==> src/rtl/fifo_rd_stream_pkg.sv <==
// Shared types and defaults for the FIFO read-side streamer and the benches that drive it.
package fifo_rd_stream_pkg;

  localparam int FIFO_WIDTH_DEF = 16;
  localparam int CNT_WIDTH_DEF  = 32;

  typedef enum logic [1:0] {
    EMPTY = 2'd0,
    ONE   = 2'd1,
    TWO   = 2'd2
  } occ_t;

endpackage

==> src/rtl/fifo_rd_stream_skid_buf_2.sv <==
// Two-entry in-order buffer: writes land in the tail slot, the head slot drives the output.
module skid_buf_2
  import fifo_rd_stream_pkg::*;
#(
  parameter int WIDTH = FIFO_WIDTH_DEF
) (
  input  logic             clk,
  input  logic             rst_n,
  input  logic             wr_en,
  input  logic [WIDTH-1:0] wr_data,
  input  logic             rd_en,
  output logic [WIDTH-1:0] rd_data,
  output logic             valid,
  output logic [1:0]       occ
);

  logic [WIDTH-1:0] mem [2];
  logic             head;
  logic             tail;
  occ_t             occ_q;
  occ_t             occ_n;

  always_comb begin
    occ_n = occ_q;
    unique case ({wr_en, rd_en})
      2'b10: occ_n = (occ_q == EMPTY) ? ONE : TWO;
      2'b01: occ_n = (occ_q == TWO) ? ONE : EMPTY;
      default: occ_n = occ_q;
    endcase
  end

  // Storage is cleared too so the output word reads zero while in reset.
  always_ff @(posedge clk or negedge rst_n) begin
    if (!rst_n) begin
      for (int i = 0; i < 2; i++) mem[i] <= '0;
      head  <= 1'b0;
      tail  <= 1'b0;
      occ_q <= EMPTY;
    end else begin
      if (wr_en) begin
        mem[tail] <= wr_data;
        tail      <= ~tail;
      end
      if (rd_en) head <= ~head;
      occ_q <= occ_n;
    end
  end

  assign rd_data = mem[head];
  assign valid   = (occ_q != EMPTY);
  assign occ     = occ_q;

endmodule

==> src/rtl/fifo_rd_stream.sv <==
// Turns a FIFO read port (one-cycle read latency) into a valid/ready stream at full rate.
// Reads are only issued when the two-entry buffer is guaranteed room for the returning word.
module fifo_rd_stream
  import fifo_rd_stream_pkg::*;
#(
  parameter int FIFO_WIDTH = FIFO_WIDTH_DEF,
  parameter int CNT_WIDTH  = CNT_WIDTH_DEF
) (
  input  logic                  clk,
  input  logic                  rst_n,
  input  logic                  fifo_empty,
  input  logic [FIFO_WIDTH-1:0] fifo_data_out,
  input  logic                  fifo_underflow,
  output logic                  fifo_rd_en,
  output logic                  m_valid,
  input  logic                  m_ready,
  output logic [FIFO_WIDTH-1:0] m_data,
  output logic [CNT_WIDTH-1:0]  words_out,
  output logic                  err_underflow
);

  logic       run;
  logic       inflight;
  logic       pop;
  logic [1:0] occ;
  logic [2:0] level;

  assign pop   = m_valid & m_ready;
  assign level = {1'b0, occ} + {2'b00, inflight} - {2'b00, pop};

  // run holds reads off until the first full cycle after reset is released.
  assign fifo_rd_en = rst_n & run & ~fifo_empty & (level < 3'd2);

  always_ff @(posedge clk or negedge rst_n) begin
    if (!rst_n) begin
      run           <= 1'b0;
      inflight      <= 1'b0;
      words_out     <= '0;
      err_underflow <= 1'b0;
    end else begin
      run      <= 1'b1;
      inflight <= fifo_rd_en;
      if (pop) words_out <= words_out + CNT_WIDTH'(1);
      if (fifo_underflow) err_underflow <= 1'b1;
    end
  end

  skid_buf_2 #(
    .WIDTH(FIFO_WIDTH)
  ) u_buf (
    .clk     (clk),
    .rst_n   (rst_n),
    .wr_en   (inflight),
    .wr_data (fifo_data_out),
    .rd_en   (pop),
    .rd_data (m_data),
    .valid   (m_valid),
    .occ     (occ)
  );

endmodule
==> config.mk <==
export PLATFORM = sky130hd
export DESIGN_NAME = fifo_rd_stream
export DESIGN_NICKNAME = d
export VERILOG_FILES = /design/src/rtl/fifo_rd_stream_pkg.sv /design/src/rtl/fifo_rd_stream_skid_buf_2.sv /design/src/rtl/fifo_rd_stream.sv
export SDC_FILE = /design/constraint.sdc
export NUM_CORES = 1
export LEC_CHECK = 0
export BUFFER_PORTS_ARGS = -buffer_cell sky130_fd_sc_hd__buf_4
export CAP_MARGIN = 20
export CORE_UTILIZATION = 30
export CTS_BUF_LIST = sky130_fd_sc_hd__clkbuf_8
export DETAILED_ROUTE_END_ITERATION = 6
export HOLD_SLACK_MARGIN = 0.05
export PLACE_DENSITY = 0.54
export SLEW_MARGIN = 40
export SYNTH_ARGS = -nofsm -noshare
export SYNTH_HDL_FRONTEND = slang
export SYNTH_SLANG_ARGS = --single-unit
==> constraint.sdc <==
create_clock -name clk -period 5.4 [get_ports clk]
set_input_delay 0.27 -clock clk [delete_from_list [all_inputs] [get_ports clk]]
set_output_delay 0.27 -clock clk [all_outputs]
set_load 0.1 [all_outputs]
# Yosys cells after proc, flatten, opt, wreduce, memory -nomap -nowiden
# Cells that the tools add are included.
word_totals:
  inputBits: 21
  out_inout_bits: 51
  ff_bits: 71
  elab_cells: 41
classes:
  bitwise: 9
  n_addsub: 3
  reduce_logical: 4
  mux: 9
  eq_ne: 3
  n_lt_le_gt_ge: 4
ops:
  columns: ["cell", "count"]
  rows:
  - ["2-to-1 mux 16 bit", 4]
  - ["adder 32 x 1 -> 32 bit (second input constant)", 1]
  - ["bitwise mux 32 bit", 1]
  - ["demux 16 bit (select 1 bit)", 1]
  - ["AND 1 bit", 4]
  - ["== test 2 bit (second input constant)", 2]
  - ["greater-or-equal comparator 2 bit (second input constant)", 2]
  - ["inverter 1 -> 2 bit", 2]
  - ["case mux 2 bit (2 select lines)", 1]
  - ["nonzero test 2 bit", 2]
  - ["adder 2 x 1 -> 3 bit", 1]
  - ["< comparator 3 x 2 -> 1 bit (second input constant)", 1]
  - ["inverter 1 bit", 3]
  - ["subtractor 3 x 1 -> 3 bit", 1]
  - ["== test 2 x 1 -> 1 bit (second input constant)", 1]
  - ["logical NOT 2 bit", 1]
  - ["< comparator 2 x 1 -> 1 bit (second input constant)", 1]
  - ["2-to-1 mux 2 bit", 1]
  - ["logical AND 1 bit", 1]
  - ["2-to-1 mux 1 bit", 1]

# Logic depth before layout (Yosys ltp)
# Gate-level depths: netlist (run 1).
logic_depth:
  word_depth: 6
  depth_mapped: 7
  depth_no_buf: 7

# Cells and area by module
# Synthesis (run 1) repeated with hierarchy kept, for this count alone.
hier_totals:
  cells_unflattened: 240
  hier_area_um2: 3251.9
by_module_without_submodules:
  columns: ["module", "area_per_inst_um2", "n_inst", "seq_area_each_um2", "cells_per_inst"]
  rows:
  - ["skid_buf_2", 1626.6, 1, 900.9, 103]
  - ["fifo_rd_stream", 1625.3, 1, 875.8, 137]

# Worst setup path before layout (run 1)
# No wires, ideal clock.
synth_path:
  path_type: "register to output"
  start: "register u_buf.occ_q[1] (netlist: u_buf.occ[1])"
  end: "output port fifo_rd_en"
  stages_incl_launch_ff: 8
  arrival_ns: 3.167
  required_time_ns: 5.130
  setup_slack_ns: 1.963
  n_path_buf: 0
  path_cell_list: "dfrtp_1 -> o21ai_4 -> inv_1 -> ha_1 -> nand2b_1 -> fa_1 -> nand4b_1 -> nor2_1"
synth_via:
  elab_chain_len: 5
  word_cells_on_any_way: 6
  cone_classes: "add/sub (2); order compare (1); bitwise (2); reduce/logical (1)"
synth_rtl:
  columns: ["element", "line_no", "text"]
  rows:
  - ["start, declared", "fifo_rd_stream_skid_buf_2.sv:20", "occ_t occ_q;"]
  - ["start signal, assigned", "fifo_rd_stream_skid_buf_2.sv:45", "occ_q <= occ_n;"]
  - ["nonzero test 2 bit", "fifo_rd_stream_skid_buf_2.sv:50", "assign valid = (occ_q != EMPTY);"]
  - ["AND 1 bit", "fifo_rd_stream.sv:28", "assign pop = m_valid & m_ready;"]
  - ["via pop", "fifo_rd_stream.sv:24", "logic pop;"]
  - ["subtractor 3 x 1 -> 3 bit", "fifo_rd_stream.sv:29", "assign level = {1'b0, occ} + {2'b00, inflight} - {2'b00, pop};"]
  - ["< comparator 3 x 2 -> 1 bit", "fifo_rd_stream.sv:32", "assign fifo_rd_en = rst_n & run & ~fifo_empty & (level < 3'd2);"]
  - ["AND 1 bit", "fifo_rd_stream.sv:32", null]
  - ["end, declared", "fifo_rd_stream.sv:14", "output logic fifo_rd_en,"]
# The timed path passes the listed nets, and every way through them passes these cells.

# Worst setup path in the final report (run 1)
# Same ends and word-level chain as after synthesis.

==> load_flow_metrics.sql, run 1 <==
INSERT INTO impl_metrics (metric_group, metric, value, unit) VALUES
('global_route', 'antenna_found_initial', '0', ''),
('worst_setup_path', 'r2r_slack', '3160', 'ps'),
('floorplanning', 'dieWidth', '105.2', 'um'),
('clock_tree', 'clk_latency', '340', 'ps'),
('cells_and_area', 'area.growth.synth_to_final', '26.25', '%'),
('worst_setup_path', 'timing_worst_setup_path_type', 'reg2out', ''),
('routing', 'drt_iter0_markers', '72', ''),
('synthesis', 'post-synth-top-area-fraction', '0.5564', ''),
('placed_design', 'dp_cells', '440', ''),
('routing', 'avgRoutedWirePerCell', '14.04', 'um'),
('floorplanning', 'floorplan.die.height', '105.2', 'um'),
('sta', 'grt_setup_unrepaired', 'no', ''),
('sta', 'period_needed', '3078', 'ps'),
('sta', 'period_share', '0.5700', ''),
('floorplanning', 'floorplan.die_area', '11060', 'um^2'),
('clock_tree', 'max-clock-path-buffers', '2', ''),
('cells_and_area', 'antenna-diode-count', '0', ''),
('synthesis', 'syn-num-nets', '265', ''),
('cells_and_area', 'drive_above_1_share', '0.4500', ''),
('worst_setup_path', 'rr_worst_depth', '7', ''),
('routing', 'route.detailed.vias_per_inst', '4.550', ''),
('run', 'cap_viol_max_count', '0', ''),
('sta', 'final-setup-viol-count', '0', ''),
('worst_setup_path', 'worst-endpoint-required', '5130', 'ps'),
('routing', 'drtPass1Iterations', '4', ''),
('synthesis', 'post_synth_fa_ha_maj_area_fraction', '0.01803', ''),
('worst_setup_path', 'critPathCaptureType', 'primary output', ''),
('synthesis', 'yosysSeqAreaShare', '0.5564', ''),
('synthesis', 'main_combinational_cell_family_by_area_after_synthesis', 'multiplexers', ''),
('worst_setup_path', 'worst_setup_path_startpoint', 'u_buf.occ[1]', ''),
('hold_path', 'holdCritPathClass', 'in2reg', ''),
('synthesis', 'synthesis.instances', '240', ''),
('cells_and_area', 'layout.cells.most_common_list', 'dfrtp_1, buf_4, mux2_2, xnor2_1, nand2_1', ''),
('synthesis', 'yosys.area_share.simple', '0.1277', ''),
('global_route', 'grt_pass1_wl', '10630', 'um'),
('synthesis', 'synth_top_cells_by_area', 'dfrtp_1, mux2_2, xnor2_1', ''),
('cells_and_area', 'post_layout_nonfiller_instances', '456', ''),
('clock_tree', 'clock_pin_slew_on_the_worst_setup_and_hold_paths', '80', 'ps'),
('synthesis', 'synthMuxAreaShare', '0.1693', ''),
('floorplanning', 'top_level_ports', '72', ''),
('routing', 'ant_nets', '0', ''),
('global_route', 'grt_usage', '0.1257', ''),
('floorplanning', 'coreArea', '10320', 'um^2'),
('global_route', 'largest_net_degree_at_the_start_of_global_routing', '73', ''),
('clock_tree', 'clkSinkCount', '71', ''),
('placed_design', 'dp_hpwl', '4193', 'um'),
('clock_tree', 'htree_num_levels', '3', ''),
('placed_design', 'io_buffer_count', '71', ''),
('placed_design', 'place_congestion', '0.7199', ''),
('worst_setup_path', 'critPathMaxFanout', '8', ''),
('routing', 'vias', '2075', ''),
('synthesis', 'synth_warnings', '0', ''),
('clock_tree', 'cts_inserted_buffers', '9', ''),
('synthesis', 'postSynthRegisterBits', '71', ''),
('sta', 'final-hold-violation-count', '0', ''),
('routing', 'drt_wl_total', '6404', 'um'),
('worst_setup_path', 'critPathArrivalTime', '2810', 'ps'),
('worst_setup_path', 'worstReg2RegStart', 'u_buf.occ[1]', ''),
('floorplanning', 'initial_core_util', '0.3093', ''),
('sta', 'report.final.slew_viol_count', '0', ''),
('status', 'status', 'completed', ''),
('sta', 'tightest_slew', '806.5', 'ps'),
('worst_setup_path', 'r2r_end', 'inflight', ''),
('synthesis', 'post-synth-top-area-cell', 'dfrtp_1', ''),
('clock_tree', 'cts_root_buf', 'clkbuf_8', ''),
('worst_setup_path', 'cp-start-kind', 'flip-flop', ''),
('routing', 'drc_errors', '0', ''),
('clock_tree', 'cts_tree', 'done', ''),
('clock_tree', 'post_cts_buffers', '0', ''),
('synthesis', 'post_synth_num_cell_types', '27', ''),
('floorplanning', 'floorplan.rows', '37', ''),
('synthesis', 'synth_compound_gate_area_share', '0.009796', ''),
('synthesis', 'syn_avg_cell_area', '13.30', 'um^2'),
('synthesis', 'synthXorXnorAreaFrac', '0.09600', ''),
('worst_setup_path', 'cp-endpoint', 'fifo_rd_en', ''),
('cells_and_area', 'mostFrequentLayoutCell', 'dfrtp_1', ''),
('sta', 'setup_total_negative_slack', '0', 'ps'),
('synthesis', 'netlist_area_pre_place', '3193', 'um^2'),
('sta', 'timing.clock.skew', '7.857', 'ps'),
('sta', 'worst_slew_margin_rel', '0.4623', ''),
('sta', 'fmax', '0.3249', 'GHz'),
('global_route', 'number_of_global_route_vias_before_repair', '2128', ''),
('cells_and_area', 'layout.nets', '341', ''),
('global_route', 'grt-ovfl-total', '0', '');
[synthesized netlist by cell type, drive strengths merged]
master / n
inv: 6
nor2: 6
fa: 1
nor3: 1
buf: 6
nand2b: 1
o21ai: 2
nand3: 10
conb: 1
ha: 3
or2: 3
nand4b: 4
mux2: 48
xor2: 4
nand2: 14
dfrtp: 71
and3: 8
xnor2: 31
and4: 2
nor4: 2
clkbuf: 1
nand4: 13
a21oi: 2
[stage by stage]
stage	worst slack (ps)	utilization	hold WS, ps	instance area (um^2)
3_5_place_dp	2673	0.3738	338.3	3859
5_1_grt	2156	0.3905	98.04	4031
3_3_place_gp	2700	0.3729	454.9	3850
2_1_floorplan	1963	-	-25.59	3193
4_1_cts	2288	0.3905	93.69	4031
6_report	2322	0.3905	117.8	4031
[per-layer routing]
| metal | routed length [um] | vias up | global-route usage |
|---|---|---|---|
| met2 | 2887 | 55 | 0.1902 |
| met1 | 3170 | 1020 | 0.1658 |
| li1 | - | 992 | - |
| met3 | 249 | 8 | 0.03431 |
| met5 | 0 | - | 0 |
| met4 | 96 | 0 | 0.06036 |
[final cells by class]
| cell class | count | area [um^2] |
|---|---|---|
| clock inverter | 6 | 38.79 |
| sequential | 71 | 1777 |
| inverter | 6 | 22.52 |
| tap | 136 | 170.2 |
| fill | 980 | 6292 |
| multi-input combinational | 156 | 1353 |
| timing repair buffer | 72 | 546.8 |
| clock buffer | 9 | 123.9 |
[critical path: stages, from the launching register on]
cell and delay, ps:
dfrtp_1 480, o21ai_4 330, inv_1 160, ha_1 310, nand2b_1 160, fa_1 480
nand4b_1 80, nor2_1 160, buf_4 310
[cells by family (layout without fill, tap and decap cells)]
kind of cell | Yosys count | in the layout
AOI/OAI and AO/OA | 4 | 4
xor gates and xnor gates | 35 | 35
adders and majority gates | 4 | 4
buffers and inverters | 13 | 93
DFF | 71 | 71
muxes | 48 | 48
other | 1 | 1
and+or+nand+nor | 64 | 64
[worst min-delay path by stage]
stage	cells after the start	endpoint	startpoint	slack [ps]
floorplan	0	err_underflow	rst_n	-30
CTS	2	err_underflow	fifo_underflow	90
finish	2	err_underflow	fifo_underflow	120
global route	2	err_underflow	fifo_underflow	100
detailed placement	1	err_underflow	rst_n	340
global placement	1	err_underflow	err_underflow	450
[timing repair]
item,4_1_cts,5_1_grt
endpoints found under the hold margin,71,0
gates resized for setup,0,0
hold buffers,1,0
[sequential cells by signal (all words and copies together), names as in the netlist]
register / cells
u_buf.mem: 32
u_buf.tail: 1
u_buf.head: 1
err_underflow: 1
u_buf.occ: 2
run: 1
inflight: 1
words_out: 32
Power of run 1 is not shown: default switching activity piles up to over one toggle a cycle in this logic, so the estimate is an artifact.
==> run 2: changes to the inputs <==
ABC_AREA = 1   (was not set)
PLACE_DENSITY = 0.55   (was 0.54)
clock period = 2.6 ns   (was 5.4 ns; I/O delays follow)
==> run 2 against run 1 <==
Effect of this change:
- the run now ends with negative setup slack left
- first-iteration DRC count is 120% higher
- count of clock-buffer cells in the layout increased by 2
- global-route usage up 2.9 points
- flip-flop and latch count unchanged
- critical path type unchanged
- highest routed layer unchanged
==> load_flow_metrics.sql, run 2 <==
INSERT INTO impl_metrics (metric_group, metric, value, unit) VALUES
('status', 'status', 'finished, violations left', ''),
('status', 'violated_checks', 'negative setup slack', ''),
('synthesis', 'synth_warnings', '0', ''),
('hold_path', 'holdCritPathClass', 'in2reg', ''),
('routing', 'avgRoutedWirePerCell', '12.69', 'um'),
('clock_tree', 'clkSinkCount', '71', ''),
('sta', 'report.final.slew_viol_count', '0', ''),
('sta', 'period_share', '1.029', ''),
('floorplanning', 'floorplan.die_area', '12690', 'um^2'),
('cells_and_area', 'area.growth.synth_to_final', '30.79', '%'),
('worst_setup_path', 'critPathMaxFanout', '2', ''),
('power_and_ir_drop', 'static-leakage-power', '2.433', 'nW'),
('routing', 'drtPass1Iterations', '5', ''),
('global_route', 'grt_pass1_wl', '15460', 'um'),
('sta', 'final-hold-violation-count', '0', ''),
('clock_tree', 'clk_latency', '350', 'ps'),
('global_route', 'largest_net_degree_at_the_start_of_global_routing', '72', ''),
('clock_tree', 'cts_tree', 'done', ''),
('global_route', 'grt.met3_usage', '0.03672', ''),
('global_route', 'gr-usage-met1', '0.2071', ''),
('routing', 'ant_nets', '0', ''),
('synthesis', 'syn_avg_cell_area', '7.951', 'um^2'),
('synthesis', 'post-synth-top-area-fraction', '0.4837', ''),
('synthesis', 'yosysSeqAreaShare', '0.4837', ''),
('power_and_ir_drop', 'p_per_area', '1230', 'nW/um^2'),
('global_route', 'grt_usage', '0.1548', ''),
('placed_design', 'post-place-ws', '134.5', 'ps'),
('floorplanning', 'initial_core_util', '0.3071', ''),
('placed_design', 'dp_hpwl', '6193', 'um'),
('synthesis', 'netlist_area_pre_place', '3674', 'um^2'),
('sta', 'worst_slew_margin_rel', '0.5398', ''),
('sta', 'timing.clock.skew', '6.830', 'ps'),
('synthesis', 'ys.flop_type', 'dfrtp_1', ''),
('clock_tree', 'htree_num_levels', '3', ''),
('routing', 'route.detailed.vias_per_inst', '4.568', ''),
('global_route', 'globalRouteMet2Util', '0.2486', ''),
('worst_setup_path', 'timing_worst_setup_path_type', 'reg2out', ''),
('worst_setup_path', 'critPathCaptureType', 'primary output', ''),
('placed_design', 'io_buffer_count', '71', ''),
('synthesis', 'synthesis.instances', '462', ''),
('power_and_ir_drop', 'power.ir.vdd_worst', '0.4441', 'mV'),
('sta', 'tightest_slew', '690.4', 'ps'),
('cells_and_area', 'layout.cells.most_common_list', 'nand2_1, buf_4, dfrtp_1, inv_1, o21ai_0', ''),
('global_route', 'grt.busiest_layer', 'met2', ''),
('worst_setup_path', 'critPathArrivalTime', '2550', 'ps'),
('synthesis', 'edff_count_synth', '0', ''),
('floorplanning', 'dieWidth', '112.7', 'um'),
('sta', 'final-setup-viol-count', '1', ''),
('worst_setup_path', 'cp-start-kind', 'flip-flop', ''),
('run', 'cap_viol_max_count', '0', ''),
('power_and_ir_drop', 'final_total_power', '5.912', 'mW'),
('synthesis', 'post_synth_num_cell_types', '35', ''),
('sta', 'period_needed', '2676', 'ps'),
('sta', 'fmax', '0.3737', 'GHz'),
('floorplanning', 'top_level_ports', '72', ''),
('cells_and_area', 'mostFrequentLayoutCell', 'nand2_1', ''),
('synthesis', 'syn-num-nets', '487', ''),
('synthesis', 'yosys-top-cells-count', 'nand2_1, dfrtp_1, inv_1, o21ai_0, nor2_1', ''),
('synthesis', 'postSynthRegisterBits', '71', ''),
('synthesis', 'synthArstFlopShare', '1.000', ''),
('routing', 'drc_errors', '0', ''),
('placed_design', 'dpl-instance-area', '4427', 'um^2'),
('floorplanning', 'coreArea', '11960', 'um^2'),
('clock_tree', 'cts_inserted_buffers', '9', ''),
('synthesis', 'post-synth-top-area-cell', 'dfrtp_1', ''),
('floorplanning', 'floorplan.die.height', '112.7', 'um'),
('global_route', 'grt-ovfl-total', '0', ''),
('sta', 'final_critical_path_setup_slack', '-76.24', 'ps'),
('cells_and_area', 'antenna-diode-count', '0', ''),
('routing', 'vias', '3225', ''),
('sta', 'grt_setup_unrepaired', 'yes', ''),
('clock_tree', 'max-clock-path-buffers', '2', ''),
('routing', 'drt_wl_total', '8956', 'um'),
('routing', 'drt_iter0_markers', '155', ''),
('worst_setup_path', 'worst-endpoint-required', '2470', 'ps'),
('synthesis', 'synthMostInstantiatedCell', 'nand2_1', ''),
('global_route', 'antenna_found_initial', '0', ''),
('global_route', 'number_of_global_route_vias_before_repair', '3141', ''),
('sta', 'finalHoldWorstSlack', '63.88', 'ps'),
('cells_and_area', 'final_cell_area', '4805', 'um^2'),
('clock_tree', 'clock_pin_slew_on_the_worst_setup_and_hold_paths', '80', 'ps'),
('synthesis', 'synth_top_cells_by_area', 'dfrtp_1, nand2_1, inv_1', ''),
('clock_tree', 'cts_root_buf', 'clkbuf_8', ''),
('cells_and_area', 'drive_above_1_share', '0.2361', ''),
('cells_and_area', 'layout.nets', '579', ''),
('floorplanning', 'floorplan.rows', '40', ''),
('placed_design', 'place_congestion', '0.8111', '');
## run 2: cell count changes after synthesis, moves of 8 or more
cell,delta
mux2_2,-48
xnor2_1,-20
nor2_1,+23
o21ai_0,+32
inv_1,+57
nand2_1,+147
clkbuf_1,+8
and3_1,-8
## run 2: final cells by class
class	count	area (um^2)
well taps	147	183.9
fillers	1203	7157
clock inverters	5	80.08
inverters	67	251.5
clock buffers	11	151.4
flip-flops and latches	71	1778
multi-input cells	314	1639
repair buffers	91	720.7
## run 2: per-stage QoR
step	cells	TNS [ps]	utilization
2_1_floorplan	462	-803.3	-
3_3_place_gp	675	0	0.3698
3_5_place_dp	675	0	0.3701
4_1_cts	706	-128.7	0.4017
5_1_grt	706	-199.2	0.4017
6_report	706	-76.24	0.4017
## run 2: final timing paths
kind	start	end	slack [ps]	cells after the start
min in group asynchronous	rst_n	u_buf.mem[7]	460	3
worst min register to register	u_buf.mem[20]	u_buf.mem[20]	490	2
worst min-delay path	fifo_data_out[3]	u_buf.mem[19]	60	3
worst max-delay path	u_buf.occ[1]	fifo_rd_en	-80	8
max in group asynchronous	rst_n	u_buf.occ[1]	1590	3
worst max register to register	u_buf.occ[1]	inflight	580	7
## run 2: cell families after synthesis
kind of cell / after synthesis / synth area share
xor+xnor: 20 / 0.04768
flops: 71 / 0.4837
other cells: 1 / 0.001021
buf+inv: 77 / 0.07902
fa+ha+maj: 4 / 0.01567
simple gates: 252 / 0.3209
compound gates: 37 / 0.05211
## run 2: power breakdown
group | switching (mW) | leakage [nW] | internal (mW)
registers | 0.208 | 0.838 | 1.43
logic | 2.53 | 1.48 | 0.718
clock network | 0.436 | 0.112 | 0.591
total | 3.18 | 2.43 | 2.74
## run 2: worst max-delay path, stage by stage, from the launching register on
cell and delay, ps:
dfrtp_2 420, nor2_4 180, nor2_8 50, ha_4 200, or2_4 220, fa_1 500, nand2_2 70, nor4b_4 280
buf_6 260
## run 2: routing by layer
metal  wire (um)  up-vias  part of all wire
met5           0        -                 0
met4         110        0             0.012
met3         449        9             0.050
met2        4168       96              0.47
met1        4227     1519              0.47
li1            -     1601                 -
## run 2: timing repair
action / 4_1_cts / 5_1_grt
resized for setup: 1 / 0
pin swaps: 5 / 1
endpoints found under the setup margin: 1 / 1
hold endpoints to repair: 87 / 0
hold buffers: 12 / 0
buffers inserted: 3 / 0
(Power assumes the default switching activity.)
